===== src/rtl/series_job_scheduler_pkg.sv =====
// rtl/series_job_scheduler_pkg.sv - state encodings and clog2 helper shared by the scheduler files
package series_job_scheduler_pkg;

  typedef enum logic [1:0] {
    S_IDLE  = 2'd0,
    S_LOADX = 2'd1,
    S_ITER  = 2'd2,
    S_DONE  = 2'd3
  } state_t;

  function automatic int clog2(input int value);
    int result;
    result = 0;
    while ((1 << result) < value) result++;
    return result;
  endfunction

endpackage


===== src/rtl/series_rr_pick.sv =====
// rtl/series_rr_pick.sv - combinational winner pick, search from i_ptr upward with wrap
module series_rr_pick
  import series_job_scheduler_pkg::*;
#(
  parameter int NREQ = 4,
  parameter int ID_W = 2
) (
  input  logic [NREQ-1:0] i_req,
  input  logic [ID_W-1:0] i_ptr,
  output logic [NREQ-1:0] o_onehot,
  output logic [ID_W-1:0] o_idx,
  output logic            o_any
);

  logic [ID_W-1:0] w_j;

  always_comb begin
    o_onehot = '0;
    o_idx    = '0;
    o_any    = 1'b0;
    w_j      = '0;
    for (int k = 0; k < NREQ; k++) begin
      w_j = ID_W'((int'(i_ptr) + k) % NREQ);
      if (!o_any && i_req[w_j]) begin
        o_any         = 1'b1;
        o_idx         = w_j;
        o_onehot[w_j] = 1'b1;
      end
    end
  end

endmodule


===== src/rtl/series_job_scheduler.sv =====
// rtl/series_job_scheduler.sv - arbitrates NREQ clients onto one series datapath and sequences its term steps
// RR_FAIR_EN selects round-robin arbitration; undefined gives fixed lowest-index priority.
module series_job_scheduler
  import series_job_scheduler_pkg::*;
#(
  parameter int NREQ  = 4,
  parameter int X_W   = 8,
  parameter int TERMS = 4,
  parameter int ID_W  = 2
) (
  input  logic                clk,
  input  logic                rst,
  input  logic [NREQ-1:0]     req,
  input  logic [NREQ*X_W-1:0] x_in,
  output logic [NREQ-1:0]     gnt,
  output logic [X_W-1:0]      dp_x,
  output logic                dp_load_x,
  output logic                dp_load_t,
  output logic                dp_select_t,
  output logic                busy,
  output logic                rsp_valid,
  output logic [ID_W-1:0]     rsp_id
);

  localparam int CNT_W = clog2(TERMS) + 1;

  state_t           r_state, w_next;
  logic [CNT_W-1:0] r_cnt;
  logic [ID_W-1:0]  r_owner;
  logic [NREQ-1:0]  r_gnt;
  logic [X_W-1:0]   r_dp_x;
  logic [NREQ-1:0]  w_onehot;
  logic [ID_W-1:0]  w_idx;
  logic [ID_W-1:0]  w_ptr;
  logic             w_any;
  logic             w_arb;

`ifdef RR_FAIR_EN
  logic [ID_W-1:0] r_ptr;

  always_ff @(posedge clk) begin
    if (rst) begin
      r_ptr <= '0;
    end else if (w_arb) begin
      r_ptr <= (int'(w_idx) == NREQ - 1) ? '0 : w_idx + ID_W'(1);
    end
  end

  assign w_ptr = r_ptr;
`else
  assign w_ptr = '0;
`endif

  series_rr_pick #(
    .NREQ (NREQ),
    .ID_W (ID_W)
  ) u_pick (
    .i_req    (req),
    .i_ptr    (w_ptr),
    .o_onehot (w_onehot),
    .o_idx    (w_idx),
    .o_any    (w_any)
  );

  // Arbitration happens only between jobs, so mid-job req changes are ignored.
  assign w_arb = ((r_state == S_IDLE) || (r_state == S_DONE)) && w_any;

  always_comb begin
    w_next = r_state;
    unique case (r_state)
      S_IDLE:  w_next = w_any ? S_LOADX : S_IDLE;
      S_LOADX: w_next = S_ITER;
      S_ITER:  w_next = (r_cnt == CNT_W'(TERMS - 1)) ? S_DONE : S_ITER;
      S_DONE:  w_next = w_any ? S_LOADX : S_IDLE;
      default: w_next = S_IDLE;
    endcase
  end

  always_ff @(posedge clk) begin
    if (rst) begin
      r_state <= S_IDLE;
      r_cnt   <= '0;
      r_owner <= '0;
      r_gnt   <= '0;
      r_dp_x  <= '0;
    end else begin
      r_state <= w_next;
      r_gnt   <= w_arb ? w_onehot : '0;
      if (w_arb) begin
        r_owner <= w_idx;
        r_dp_x  <= x_in[w_idx*X_W +: X_W];
      end
      if (r_state == S_LOADX) begin
        r_cnt <= CNT_W'(1);
      end else if (r_state == S_ITER) begin
        r_cnt <= r_cnt + CNT_W'(1);
      end
    end
  end

  assign gnt         = r_gnt;
  assign dp_x        = r_dp_x;
  assign dp_load_x   = (r_state == S_LOADX);
  assign dp_load_t   = (r_state == S_LOADX) || (r_state == S_ITER);
  assign dp_select_t = (r_state == S_LOADX);
  assign busy        = (r_state != S_IDLE);
  assign rsp_valid   = (r_state == S_DONE);
  assign rsp_id      = (r_state == S_DONE) ? r_owner : '0;

endmodule


===== config.mk =====
export PLATFORM = sky130hd
export DESIGN_NAME = series_job_scheduler
export DESIGN_NICKNAME = d
export VERILOG_FILES = /design/src/rtl/series_job_scheduler_pkg.sv /design/src/rtl/series_rr_pick.sv /design/src/rtl/series_job_scheduler.sv
export SDC_FILE = /design/constraint.sdc
export NUM_CORES = 1
export LEC_CHECK = 0
export BUFFER_PORTS_ARGS = -buffer_cell sky130_fd_sc_hd__buf_2
export CAP_MARGIN = 0
export CELL_PAD_IN_SITES_DETAIL_PLACEMENT = 2
export CELL_PAD_IN_SITES_GLOBAL_PLACEMENT = 2
export CORE_ASPECT_RATIO = 0.9
export CORE_UTILIZATION = 29
export CTS_CLUSTER_DIAMETER = 120
export DETAILED_ROUTE_END_ITERATION = 12
export HOLD_SLACK_MARGIN = 0.02
export PLACE_DENSITY_LB_ADDON = 0.1
export SKIP_LAST_GASP = 1
export SYNTH_ARGS = -nofsm -noshare
export SYNTH_HDL_FRONTEND = slang
export SYNTH_HIERARCHICAL = 1
export SYNTH_SLANG_ARGS = --single-unit

===== constraint.sdc =====
create_clock -name clk -period 5.1 [get_ports clk]
set_input_delay 0.255 -clock clk [delete_from_list [all_inputs] [get_ports clk]]
set_output_delay 0.255 -clock clk [all_outputs]
set_load 0.005 [all_outputs]

==> metrics.md, run 1 <==
| Metric | Value |
|---|---|
| Outcome | complete, no violations |
| Critical Path Most Common Cell | sky130_fd_sc_hd__a21oi_1 |
| Clock network latency to the later pin of the worst-skew pair | 0.25 ns |
| Starting DRT DRC Count | 38 |
| HP Start | rst |
| Initial Utilization | 0.304 |
| Core footprint | 4460 um^2 |
| Sequential fraction of the synthesis area | 0.280 |
| Yosys warning total | 6 |
| Clock power frac | 0.150 |
| Die X-Extent | 74.1 um |
| Clock Path Buffers | 2 |
| Post-layout utilization of the core | 0.388 |
| End point of the worst hold path | r_state[1] |
| Worst path cell trace | buf_2 > mux4_1 > inv_1 > a21oi_1 > o31ai_2 > mux4_2 > nand2_1 > a21oi_1 |
| Global route total overflow | 0 |
| # nets final | 249 |
| Required time of the critical path | 5.23 ns |
| Final count of pins violating max slew | 0 |
| Launch point of the worst reg-to-reg path | r_state[0] |
| Die height | 66.9 um |
| Avg Vias per Cell | 4.98 |
| Actual slew at the worst max-slew pin | 1.09 ns |
| Critical Path Start Type | input pin |
| FF-to-FF End | r_owner[0] |
| Port bufs | 56 |
| Final setup skew | 0.000398 ns |
| Share of layout cells above drive strength 1 | 0.372 |
| I/O pin count | 57 |
| Top FF cell, synth | sky130_fd_sc_hd__dfxtp_1 |
| Total setup violations reported at the end of the flow | 0 |
| Comb pwr share | 0.515 |
| Via count of the first global-routing pass | 1366 |
| WP data arrival | 2.84 ns |
| Kind of end point of the critical path | register |
| RSZ-0062 raised after global routing | false |
| Maximum number of pins on one net before global-route repair | 20 |
| CTS clk-pin slew, worst paths | 0.07 ns |
| Setup WS post-layout | 2.39 ns |
| Antenna diode count | 0 |
| Critical setup path kind | input pin to register |
| Final clock period utilization by the worst path | 0.531 |
| Remaining max-slew budget at the tightest pin | 0.266 |
| Cell Count Post-Placement | 257 |
| Detailed-routing iteration count for the pre-antenna-repair pass | 4 |
| Count of clock tree sinks | 19 |
| Buffer cell driving the clock tree root | sky130_fd_sc_hd__clkbuf_8 |
| CTS Hold Bufs | 0 |
| Antenna violations before repair | 0 |
| Area growth from synthesis to layout | 27.8% |
| Post-CTS Setup Bufs | 0 |
| Synthesized area per cell | 9.76 um^2 |
| Standby leakage power | 0.786 nW |
| Layout Cells excl Fill | 261 |
| Count of antenna-violating nets left after detailed routing | 0 |
| Worst-path cell with the longest stage delay | sky130_fd_sc_hd__o31ai_2 |
| Die Outline Area | 4950 um^2 |
| Netlist area before placement | 1360 um^2 |
| Worst vdd rail ir drop | 0.000158 V |
| Cell type group with the largest total delay on the critical path | multiplexers |
| Clock H-tree levels | 1 |
| Syn Inst Count | 139 |
| Register-to-register path setup slack | 3.21 ns |
| Post-Route Setup TNS | 0 ns |
| Number of synthesized flops with an enable pin | 0 |
| Power Dens Cells | 398 nW/um^2 |
| Overall routed net length | 3930 um |
| Worst hold path cell count | 2 |
| Placer congestion estimate | 0.720 |
| Maxcap violations | 0 |
| Row Count | 23 |
| Worst min path class | input pin to register |
| Flip-flop and latch count after synthesis | 19 |
| Shortest clock period the worst path allows after layout | 2.71 ns |
| Routed WL per cell | 15.0 um |
| CP max FO | 9 |
| Clock tree from TritonCTS | done |
| Highest Clock Rate | 370 MHz |
| Net switching fraction of the power | 0.413 |
| Overall global routing resource usage | 0.174 |
| Final hold viol count | 0 |
| FF-to-FF path depth | 5 |
| Portion of total power attributed to sequential cells | 0.335 |
| Share of flip-flops with an asynchronous set or reset | 0 |
| DRC viols | 0 |
| Worst path buffer plus inverter count | 2 |
| Number of CTS-inserted buffers | 3 |
| Wire length of the first global-routing pass | 6530 um |
| Post-cts gate resize count | 0 |
| Worst slack after detailed placement | 2.04 ns |
| Longest individual stage delay on the worst path | 0.87 ns |
| Number of vias after detailed routing | 1300 |
| Internal cell power | 405 uW |
| Switching power summed over all nets | 285 uW |
| Placed wire-length estimate | 3150 um |
| Number of library cell types mapped by synthesis | 31 |
## synthesized netlist by cell type (3+ instances only)
master	n	area share
sky130_fd_sc_hd__nor2_1	5	0.014
sky130_fd_sc_hd__nor3_1	4	0.015
sky130_fd_sc_hd__inv_1	8	0.022
sky130_fd_sc_hd__o21ai_0	5	0.018
sky130_fd_sc_hd__dfxtp_1	19	0.28
sky130_fd_sc_hd__nor3b_1	4	0.022
sky130_fd_sc_hd__ha_1	11	0.10
sky130_fd_sc_hd__a21oi_1	12	0.044
sky130_fd_sc_hd__buf_6	3	0.025
sky130_fd_sc_hd__a22oi_1	8	0.044
sky130_fd_sc_hd__buf_2	3	0.011
sky130_fd_sc_hd__nand2_1	22	0.061
sky130_fd_sc_hd__mux4_2	10	0.17
## routing by layer
metal	vias to the layer above	track usage	routed length (um)	share of wire
met5	-	0	0	0
met4	0	0.0288	26	0.0066
met3	3	0.0378	223	0.057
met2	51	0.295	1830	0.46
met1	635	0.227	1850	0.47
li1	611	-	-	-
## cells by family after synthesis
logic type | count (synthesis) | synth area share
and+or+nand+nor | 44 | 0.168
muxes | 16 | 0.236
DFF | 19 | 0.280
adders and majority gates | 11 | 0.101
AOI/OAI and AO/OA | 30 | 0.138
buffers and inverters | 18 | 0.0729
other | 1 | 0.00276
## power by group through the flow
stage | clock [mW] | combinational [mW] | sequential, mW
after global routing | 0.112 | 0.406 | 0.238
after detailed placement | 0 | 0.360 | 0.235
after CTS | 0.107 | 0.361 | 0.233
after floorplan | 0 | 0.244 | 0.230
final | 0.103 | 0.355 | 0.231
after global placement | 0 | 0.340 | 0.231
## stage by stage
stage                     power [mW]  area, um^2  hold WS [ns]
after floorplan                0.474        1390         0.432
final                          0.690        1730         0.398
after detailed placement       0.595        1690         0.450
after global placement         0.572        1690         0.442
after global routing           0.756        1730         0.414
after CTS                      0.700        1730         0.394
## layout make-up
cell class,count,area (um^2)
inverters,8,30.0
well taps,62,77.6
clock buffers,4,45.0
flip-flops and latches,19,380
fillers,515,2730
multi-input cells,112,920
repair buffers,56,280
## worst max-delay path by stage
stage           start      end  depth (start not counted)
3_5_place_dp   req[2]  dp_x[4]                          8
3_3_place_gp   req[2]  dp_x[6]                          8
5_1_grt        req[2]  dp_x[6]                          8
2_1_floorplan  req[0]  dp_x[0]                          7
6_report       req[2]  dp_x[4]                          8
4_1_cts        req[2]  dp_x[4]                          8
## sequential cells by signal, summed over array words and instances (netlist names)
name / flops
gnt: 4
r_cnt: 3
r_state: 2
dp_x: 8
r_owner: 2
## cell usage in the layout (no fill, tap or decap)
master                      netlist  final
sky130_fd_sc_hd__a2111oi_0        1      1
sky130_fd_sc_hd__a21oi_1         12     12
sky130_fd_sc_hd__a22oi_1          8      8
sky130_fd_sc_hd__a32o_1           1      1
sky130_fd_sc_hd__and2_1           2      2
sky130_fd_sc_hd__and2b_2          1      1
sky130_fd_sc_hd__buf_2            3     56
sky130_fd_sc_hd__clkbuf_1         2      1
sky130_fd_sc_hd__clkbuf_8         0      3
sky130_fd_sc_hd__conb_1           1     11
sky130_fd_sc_hd__dfxtp_1         19     19
sky130_fd_sc_hd__ha_1            11     11
sky130_fd_sc_hd__inv_1            8      8
sky130_fd_sc_hd__mux2_2           2      2
sky130_fd_sc_hd__mux2i_1          2      2
sky130_fd_sc_hd__mux4_1           2      2
sky130_fd_sc_hd__mux4_2          10     10
sky130_fd_sc_hd__nand2_1         22     22
sky130_fd_sc_hd__nand2b_1         2      2
sky130_fd_sc_hd__nor2_1           5      5
sky130_fd_sc_hd__nor2b_1          2      2
sky130_fd_sc_hd__nor3_1           4      4
sky130_fd_sc_hd__nor3b_1          4      4
sky130_fd_sc_hd__nor4_1           1      1
sky130_fd_sc_hd__nor4b_4          1      1
sky130_fd_sc_hd__o211ai_1         1      1
sky130_fd_sc_hd__o21ai_0          5      5
sky130_fd_sc_hd__o311ai_0         1      1
sky130_fd_sc_hd__o31ai_2          0      1
(Power assumes the default switching activity.)
==> run 2, diff against run 1 <==
--- a/config.mk
+++ b/config.mk
@@ -5,12 +5,13 @@
 export SDC_FILE = /design/constraint.sdc
 export NUM_CORES = 1
 export LEC_CHECK = 0
+export ABC_AREA = 1
 export BUFFER_PORTS_ARGS = -buffer_cell sky130_fd_sc_hd__buf_2
 export CAP_MARGIN = 0
 export CELL_PAD_IN_SITES_DETAIL_PLACEMENT = 2
 export CELL_PAD_IN_SITES_GLOBAL_PLACEMENT = 2
 export CORE_ASPECT_RATIO = 0.9
-export CORE_UTILIZATION = 29
+export CORE_UTILIZATION = 23
 export CTS_CLUSTER_DIAMETER = 120
 export DETAILED_ROUTE_END_ITERATION = 12
 export HOLD_SLACK_MARGIN = 0.02
==> constraint.sdc (replaced) <==
create_clock -name clk -period 2.4 [get_ports clk]
set_input_delay 0.12 -clock clk [delete_from_list [all_inputs] [get_ports clk]]
set_output_delay 0.12 -clock clk [all_outputs]
set_load 0.005 [all_outputs]
==> metrics.md, run 2 <==
| Metric | Value |
|---|---|
| DR WL met2 | 2000 um (+9.7%) |
| Die X-Extent | 89.0 um (+20%) |
| CTS clk-pin slew, worst paths | 0.07 ns (about the same) |
| Remaining max-slew budget at the tightest pin | 0.625 (+0.359) |
| Final count of pins violating max slew | 0 (unchanged) |
| Top layer in use | met4 |
| Overall routed net length | 4710 um (+20%) |
| Starting DRT DRC Count | 38 (unchanged) |
| Number of vias after detailed routing | 1595 (+23%) |
| Post-cts gate resize count | 0 (unchanged) |
| Antenna violations before repair | 0 (unchanged) |
| Clock tree from TritonCTS | done |
| Number of synthesized flops with an enable pin | 0 (unchanged) |
| Area growth from synthesis to layout | 27.4% |
| Placer congestion estimate | 0.816 (+13%) |
| Placed wire-length estimate | 3860 um (+22%) |
| RSZ-0062 raised after global routing | false |
| Buffer cell driving the clock tree root | sky130_fd_sc_hd__clkbuf_8 |
| Launch point of the worst reg-to-reg path | r_state[0] |
| Outcome | complete, no violations |
| Port bufs | 56 (unchanged) |
| Number of library cell types mapped by synthesis | 30 (-3.2%) |
| Post-CTS Setup Bufs | 0 (unchanged) |
| I/O pin count | 57 (unchanged) |
| Top FF cell, synth | sky130_fd_sc_hd__dfxtp_1 |
| Routed length on met1 | 2490 um (+35%) |
| Share of layout cells above drive strength 1 | 0.361 (-0.0110) |
| Clock power frac | 0.138 (-0.012) |
| Post-Route Setup TNS | 0 ns (unchanged) |
| Actual slew at the worst max-slew pin | 0.561 ns (-0.533 ns) |
| Register-to-register path setup slack | 0.53 ns (-2.68 ns) |
| Flip-flop and latch count after synthesis | 19 (unchanged) |
| DRC viols | 0 (unchanged) |
| FF-to-FF End | dp_x[5] |
| Syn Inst Count | 224 (+61%) |
| Portion of total power attributed to sequential cells | 0.312 (-0.023) |
| Wire length of the first global-routing pass | 7470 um (+14%) |
| Clock H-tree levels | 1 (unchanged) |
| Via count of the first global-routing pass | 1559 (+14%) |
| Net switching fraction of the power | 0.448 (+0.0348) |
| Number of flip-flops in the largest register | 8 (unchanged) |
| Power Dens Cells | 827 nW/um^2 (+110%) |
| Internal cell power | 910 uW (+120%) |
| Clock Path Buffers | 2 (unchanged) |
| Die Outline Area | 7140 um^2 (+44%) |
| CP max FO | 11 (+2) |
| Sequential fraction of the synthesis area | 0.243 (-0.0374) |
| Detailed-routing iteration count for the pre-antenna-repair pass | 3 (-1) |
| WP data arrival | 2.03 ns (-0.81 ns) |
| Worst vdd rail ir drop | 0.000191 V (+21%) |
| Antenna diode count | 0 (unchanged) |
| Count of clock tree sinks | 19 (unchanged) |
| Critical Path Start Type | register |
| Switching power summed over all nets | 738 uW (+160%) |
| HP Start | rst |
| Total setup violations reported at the end of the flow | 0 (unchanged) |
| Final setup skew | 0.00192 ns (+0.00152 ns) |
| CTS Hold Bufs | 0 (unchanged) |
| Worst min path class | input pin to register |
| Avg Vias per Cell | 4.19 (-16%) |
| Most common cell after layout, fill and taps aside | sky130_fd_sc_hd__buf_2 |
| Most frequent cell after synthesis | sky130_fd_sc_hd__nand2_1 |
| # nets final | 341 (+37%) |
| Detailed route wirelength on metal3 | 154 um (-31%) |
| Row Count | 28 (+22%) |
| Maxcap violations | 0 (unchanged) |
| Cell taking the most area after synthesis | sky130_fd_sc_hd__dfxtp_1 |
| Core footprint | 6590 um^2 (+48%) |
| Final cell area excluding filler cells | 1990 um^2 (+15%) |
| Standby leakage power | 1.04 nW (+32%) |
| Number of CTS-inserted buffers | 3 (unchanged) |
| Share of flip-flops with an asynchronous set or reset | 0 (unchanged) |
| Yosys warning total | 6 (unchanged) |
| Yosys top cell area share | 0.243 (-0.0374) |
| Clock network latency to the later pin of the worst-skew pair | 0.26 ns (about the same) |
| Required time of the critical path | 2.55 ns (-2.68 ns) |
| FF-to-FF path depth | 7 (+2) |
| Overall global routing resource usage | 0.135 (-0.0386) |
| Comb pwr share | 0.550 (+0.035) |
| Synthesized area per cell | 6.99 um^2 (-28%) |
| Highest Clock Rate | 534 MHz |
| Commonest non-fill, non-tap cells in the layout | 56 x sky130_fd_sc_hd__buf_2, 51 x sky130_fd_sc_hd__nand2_1, 22 x sky130_fd_sc_hd__inv_1 |
| End point of the worst hold path | r_state[1] |
| Worst hold path cell count | 2 (unchanged) |
| Netlist area before placement | 1570 um^2 (+15%) |
| Synth area leaders | sky130_fd_sc_hd__dfxtp_1 24%, sky130_fd_sc_hd__nand2_1 12%, sky130_fd_sc_hd__ha_1 8.8% |
| Die height | 80.3 um (+20%) |
| Cell Area, Placed | 1950 um^2 (+15%) |
| Maximum number of pins on one net before global-route repair | 18 (-10%) |
| Most numerous cell types in the synthesized netlist | 51 x sky130_fd_sc_hd__nand2_1, 22 x sky130_fd_sc_hd__inv_1, 21 x sky130_fd_sc_hd__nand2_2, 19 x sky130_fd_sc_hd__dfxtp_1, 17 x sky130_fd_sc_hd__nand3_1 |
| Final hold viol count | 0 (unchanged) |
| Global route total overflow | 0 (unchanged) |
| Shortest clock period the worst path allows after layout | 1.87 ns |
| Routed WL per cell | 12.4 um (-18%) |
| Count of antenna-violating nets left after detailed routing | 0 (unchanged) |
| Critical setup path kind | register to register |
| Initial Utilization | 0.238 (-0.0664) |
| Kind of end point of the critical path | register |
| Final clock period utilization by the worst path | 0.781 |
==> run 2: cell types whose count changed in the layout (fill, tap and decap cells not counted), sizes merged, moves of 4 or more <==
cell	delta
nand4	+11
o21ai	+6
nor3b	-4
nand2	+51
mux4	-12
nor2	+11
nand3	+24
inv	+17
buf	+4
a22oi	-8
nor3	-4
a21boi	+4
==> run 2: cell type report <==
type                    count  area [um^2]
multi-input cells         183         1040
flip-flops and latches     19          380
repair buffers             60          310
clock buffers               3         41.3
inverters                  25          101
clock inverters             1         5.00
well taps                  90          113
fillers                   844         4590
==> run 2: per-layer routing <==
layer  track usage  vias up
met1         0.199      718
met3        0.0103        5
met4        0.0429        0
met2         0.206       30
met5             0        -
li1              -      842
==> run 2: per-stage QoR <==
step / cells / total power, mW / hold slack, ns / util / setup WS [ns]
after floorplan: 236 / 1.16 / 0.192 / - / 0.936
after global placement: 377 / 1.42 / 0.316 / 0.296 / 0.327
after detailed placement: 377 / 1.44 / 0.324 / 0.296 / 0.348
after CTS: 381 / 1.68 / 0.0395 / 0.303 / 0.487
after global routing: 381 / 1.83 / 0.0420 / 0.303 / 0.293
final: 381 / 1.65 / 0.0426 / 0.303 / 0.526
==> run 2: power by group through the flow <==
stage	registers (mW)	logic, mW	clock network, mW
global placement	0.521	0.898	0
floorplan	0.516	0.640	0
detailed placement	0.524	0.918	0
CTS	0.518	0.922	0.239
global route	0.531	1.04	0.253
finish	0.515	0.906	0.228
==> run 2: logic make-up (layout without fill, tap and decap cells) <==
kind of cell,after synthesis,in the layout,synth area share
adder cells (fa/ha/maj),11,11,0.0879
other,1,13,0.00240
AND/OR/NAND/NOR,128,128,0.427
flip-flops,19,19,0.243
multiplexers,1,1,0.00640
AO/OA/AOI/OAI,30,30,0.114
buffers and inverters,34,89,0.119
==> run 2: how the worst max path moves through the flow <==
| stage | start | to | slack [ns] | cells past startpoint |
|---|---|---|---|---|
| after global routing | r_state[0] | dp_x[7] | 0.29 | 7 |
| final | r_state[0] | dp_x[5] | 0.53 | 7 |
| after floorplan | req[0] | dp_x[3] | 0.94 | 14 |
| after detailed placement | req[0] | dp_x[4] | 0.35 | 14 |
| after CTS | r_state[1] | dp_x[5] | 0.49 | 7 |
| after global placement | req[0] | dp_x[4] | 0.33 | 14 |
==> run 2: worst max-delay path: stages (launching register included) <==
cell and delay, ns:
sky130_fd_sc_hd__dfxtp_1 0.37, sky130_fd_sc_hd__inv_1 0.07, sky130_fd_sc_hd__ha_1 0.35, sky130_fd_sc_hd__nor2_1 0.47, sky130_fd_sc_hd__buf_4 0.29, sky130_fd_sc_hd__nand4_1 0.09
sky130_fd_sc_hd__nand2_1 0.09, sky130_fd_sc_hd__nor2_2 0.03
==> run 3, diff against run 2 <==
==> constraint.sdc (replaced) <==
create_clock -name clk -period 1.69 [get_ports clk]
set_input_delay 0.0845 -clock clk [delete_from_list [all_inputs] [get_ports clk]]
set_output_delay 0.0845 -clock clk [all_outputs]
set_load 0.005 [all_outputs]
==> metrics.md, run 3 (synthesis gave the netlist of run 2 again) <==
| Metric | Value |
|---|---|
| Starting DRT DRC Count | 43 (+13%) |
| Area growth from synthesis to layout | 32.5% |
| Register-to-register path setup slack | 0.15 ns (-0.37 ns) |
| Global route total overflow | 0 (unchanged) |
| Placed wire-length estimate | 4000 um (+3.6%) |
| Clock network latency to the later pin of the worst-skew pair | 0.26 ns (about the same) |
| WP data arrival | 1.72 ns (-0.31 ns) |
| Worst hold path cell count | 5 (+3) |
| Die Outline Area | 7140 um^2 (unchanged) |
| Avg Vias per Cell | 4.20 (+0.44%) |
| Antenna violations before repair | 0 (unchanged) |
| Count of clock tree sinks | 19 (unchanged) |
| Maximum number of pins on one net before global-route repair | 21 (+3) |
| Count of antenna-violating nets left after detailed routing | 0 (unchanged) |
| Standby leakage power | 1.08 nW (+3.3%) |
| Layout Cells excl Fill | 386 (+1.3%) |
| Critical Path Start Type | register |
| Power Dens Cells | 1180 nW/um^2 (+43%) |
| Setup WS post-layout | 0.153 ns (-0.373 ns) |
| Number of vias after detailed routing | 1623 (+1.8%) |
| Worst vdd rail ir drop | 0.000415 V (+120%) |
| Placer congestion estimate | 0.740 (-9.2%) |
| Overall routed net length | 4840 um (+2.8%) |
| Row Count | 28 (unchanged) |
| Core footprint | 6590 um^2 (unchanged) |
| Commonest non-fill, non-tap cells in the layout | 56 x sky130_fd_sc_hd__buf_2, 51 x sky130_fd_sc_hd__nand2_1, 22 x sky130_fd_sc_hd__inv_1 |
| Final count of pins violating max slew | 0 (unchanged) |
| DRC viols | 0 (unchanged) |
| # nets final | 346 (+1.5%) |
| Post-layout utilization of the core | 0.315 (+0.0120) |
| Initial Utilization | 0.238 (unchanged) |
| Highest Clock Rate | 651 MHz (+22%) |
| Die X-Extent | 89.0 um (unchanged) |
| Maxcap violations | 0 (unchanged) |
| Final hold viol count | 0 (unchanged) |
| Clock tree from TritonCTS | done |
| Kind of end point of the critical path | register |
| Buffer cell driving the clock tree root | sky130_fd_sc_hd__clkbuf_8 |
| Cell Count Post-Placement | 381 (+1.1%) |
| Routed WL per cell | 12.5 um (+1.5%) |
| Via count of the first global-routing pass | 1585 (+1.7%) |
| Clock Path Buffers | 2 (unchanged) |
| FF-to-FF End | gnt[0] |
| Most common cell after layout, fill and taps aside | sky130_fd_sc_hd__buf_2 |
| Number of CTS-inserted buffers | 3 (unchanged) |
| Power, Total | 2.46 mW (+49%) |
| I/O pin count | 57 (unchanged) |
| Cell Area, Placed | 2020 um^2 (+3.5%) |
| Antenna diode count | 0 (unchanged) |
| Outcome | complete, no violations |
| RSZ-0062 raised after global routing | false |
| Detailed-routing iteration count for the pre-antenna-repair pass | 4 (+1) |
| Required time of the critical path | 1.87 ns (-0.68 ns) |
| CP max FO | 20 (+9) |
| CTS clk-pin slew, worst paths | 0.07 ns (about the same) |
| Final clock period utilization by the worst path | 0.909 (+0.128) |
| Final cell area excluding filler cells | 2070 um^2 (+4.0%) |
| Number of flip-flops in the largest register | 8 (unchanged) |
| FF-to-FF path depth | 6 (-1) |
| HP Start | x_in[29] |
| Die height | 80.3 um (unchanged) |
| Critical setup path kind | register to register |
| Share of layout cells above drive strength 1 | 0.368 (+0.00742) |
| Launch point of the worst reg-to-reg path | r_state[0] |
| Worst slack after detailed placement | -0.0142 ns (-0.362 ns) |
| Total setup violations reported at the end of the flow | 0 (unchanged) |
| Port bufs | 56 (unchanged) |
| Clock H-tree levels | 1 (unchanged) |
| Shortest clock period the worst path allows after layout | 1.54 ns (-0.337 ns) |
| Wire length of the first global-routing pass | 8000 um (+7.0%) |
| Worst min path class | input pin to register |
| Final setup skew | 0.00258 ns (+0.000657 ns) |
| End point of the worst hold path | dp_x[5] |
| Overall global routing resource usage | 0.146 (+0.0108) |
-- run 3: what timing repair did --
item,4_1_cts,5_1_grt
hold endpoints to repair,1,0
endpoints found under the setup margin,0,4
resized for setup,0,1
setup buffers,0,0
hold buffers,1,0
-- run 3: layer usage --
| metal | global-route usage | share of wire | vias up |
|---|---|---|---|
| met5 | 0 | 0 | - |
| met4 | 0.0429 | 0.013 | 0 |
| met3 | 0.0134 | 0.031 | 5 |
| met2 | 0.228 | 0.44 | 30 |
| met1 | 0.210 | 0.51 | 732 |
| li1 | - | - | 856 |
-- run 3: how the worst max path moves through the flow --
stage | startpoint | endpoint | slack, ns | depth (start not counted)
floorplan | req[0] | dp_x[3] | 0.26 | 14
global placement | req[2] | dp_x[4] | 0.02 | 13
detailed placement | req[2] | dp_x[4] | -0.01 | 13
CTS | r_state[0] | dp_x[4] | 0.07 | 8
global route | r_state[0] | gnt[1] | 0.01 | 6
finish | r_state[0] | gnt[0] | 0.15 | 6
-- run 3: area by class of cell --
type / instances / area (um^2)
clock buffer: 4 / 45.0
fill: 836 / 4510
inverter: 25 / 101
multi-input combinational: 183 / 1050
sequential: 19 / 380
tap: 90 / 113
timing repair buffer: 65 / 388
-- run 3: critical path: stages (launching register included) --
cell and delay [ns]:
sky130_fd_sc_hd__dfxtp_1 0.36, sky130_fd_sc_hd__inv_1 0.07, sky130_fd_sc_hd__ha_1 0.36, sky130_fd_sc_hd__nor2_1 0.21, sky130_fd_sc_hd__buf_12 0.18, sky130_fd_sc_hd__nand2_1 0.12
sky130_fd_sc_hd__nor2_1 0.16
-- run 3: metrics by stage --
stage          hold WS (ns)  TNS (ns)
2_1_floorplan         0.157         0
3_3_place_gp          0.292         0
3_5_place_dp          0.290   -0.0222
4_1_cts               0.174         0
5_1_grt               0.187         0
6_report              0.177         0
-- run 3: power breakdown --
part / leakage [nW] / switching, mW / total, mW / internal, mW
logic: 0.897 / 0.823 / 1.41 / 0.587
clock network: 0.0228 / 0.152 / 0.319 / 0.168
registers: 0.157 / 0.0931 / 0.727 / 0.634
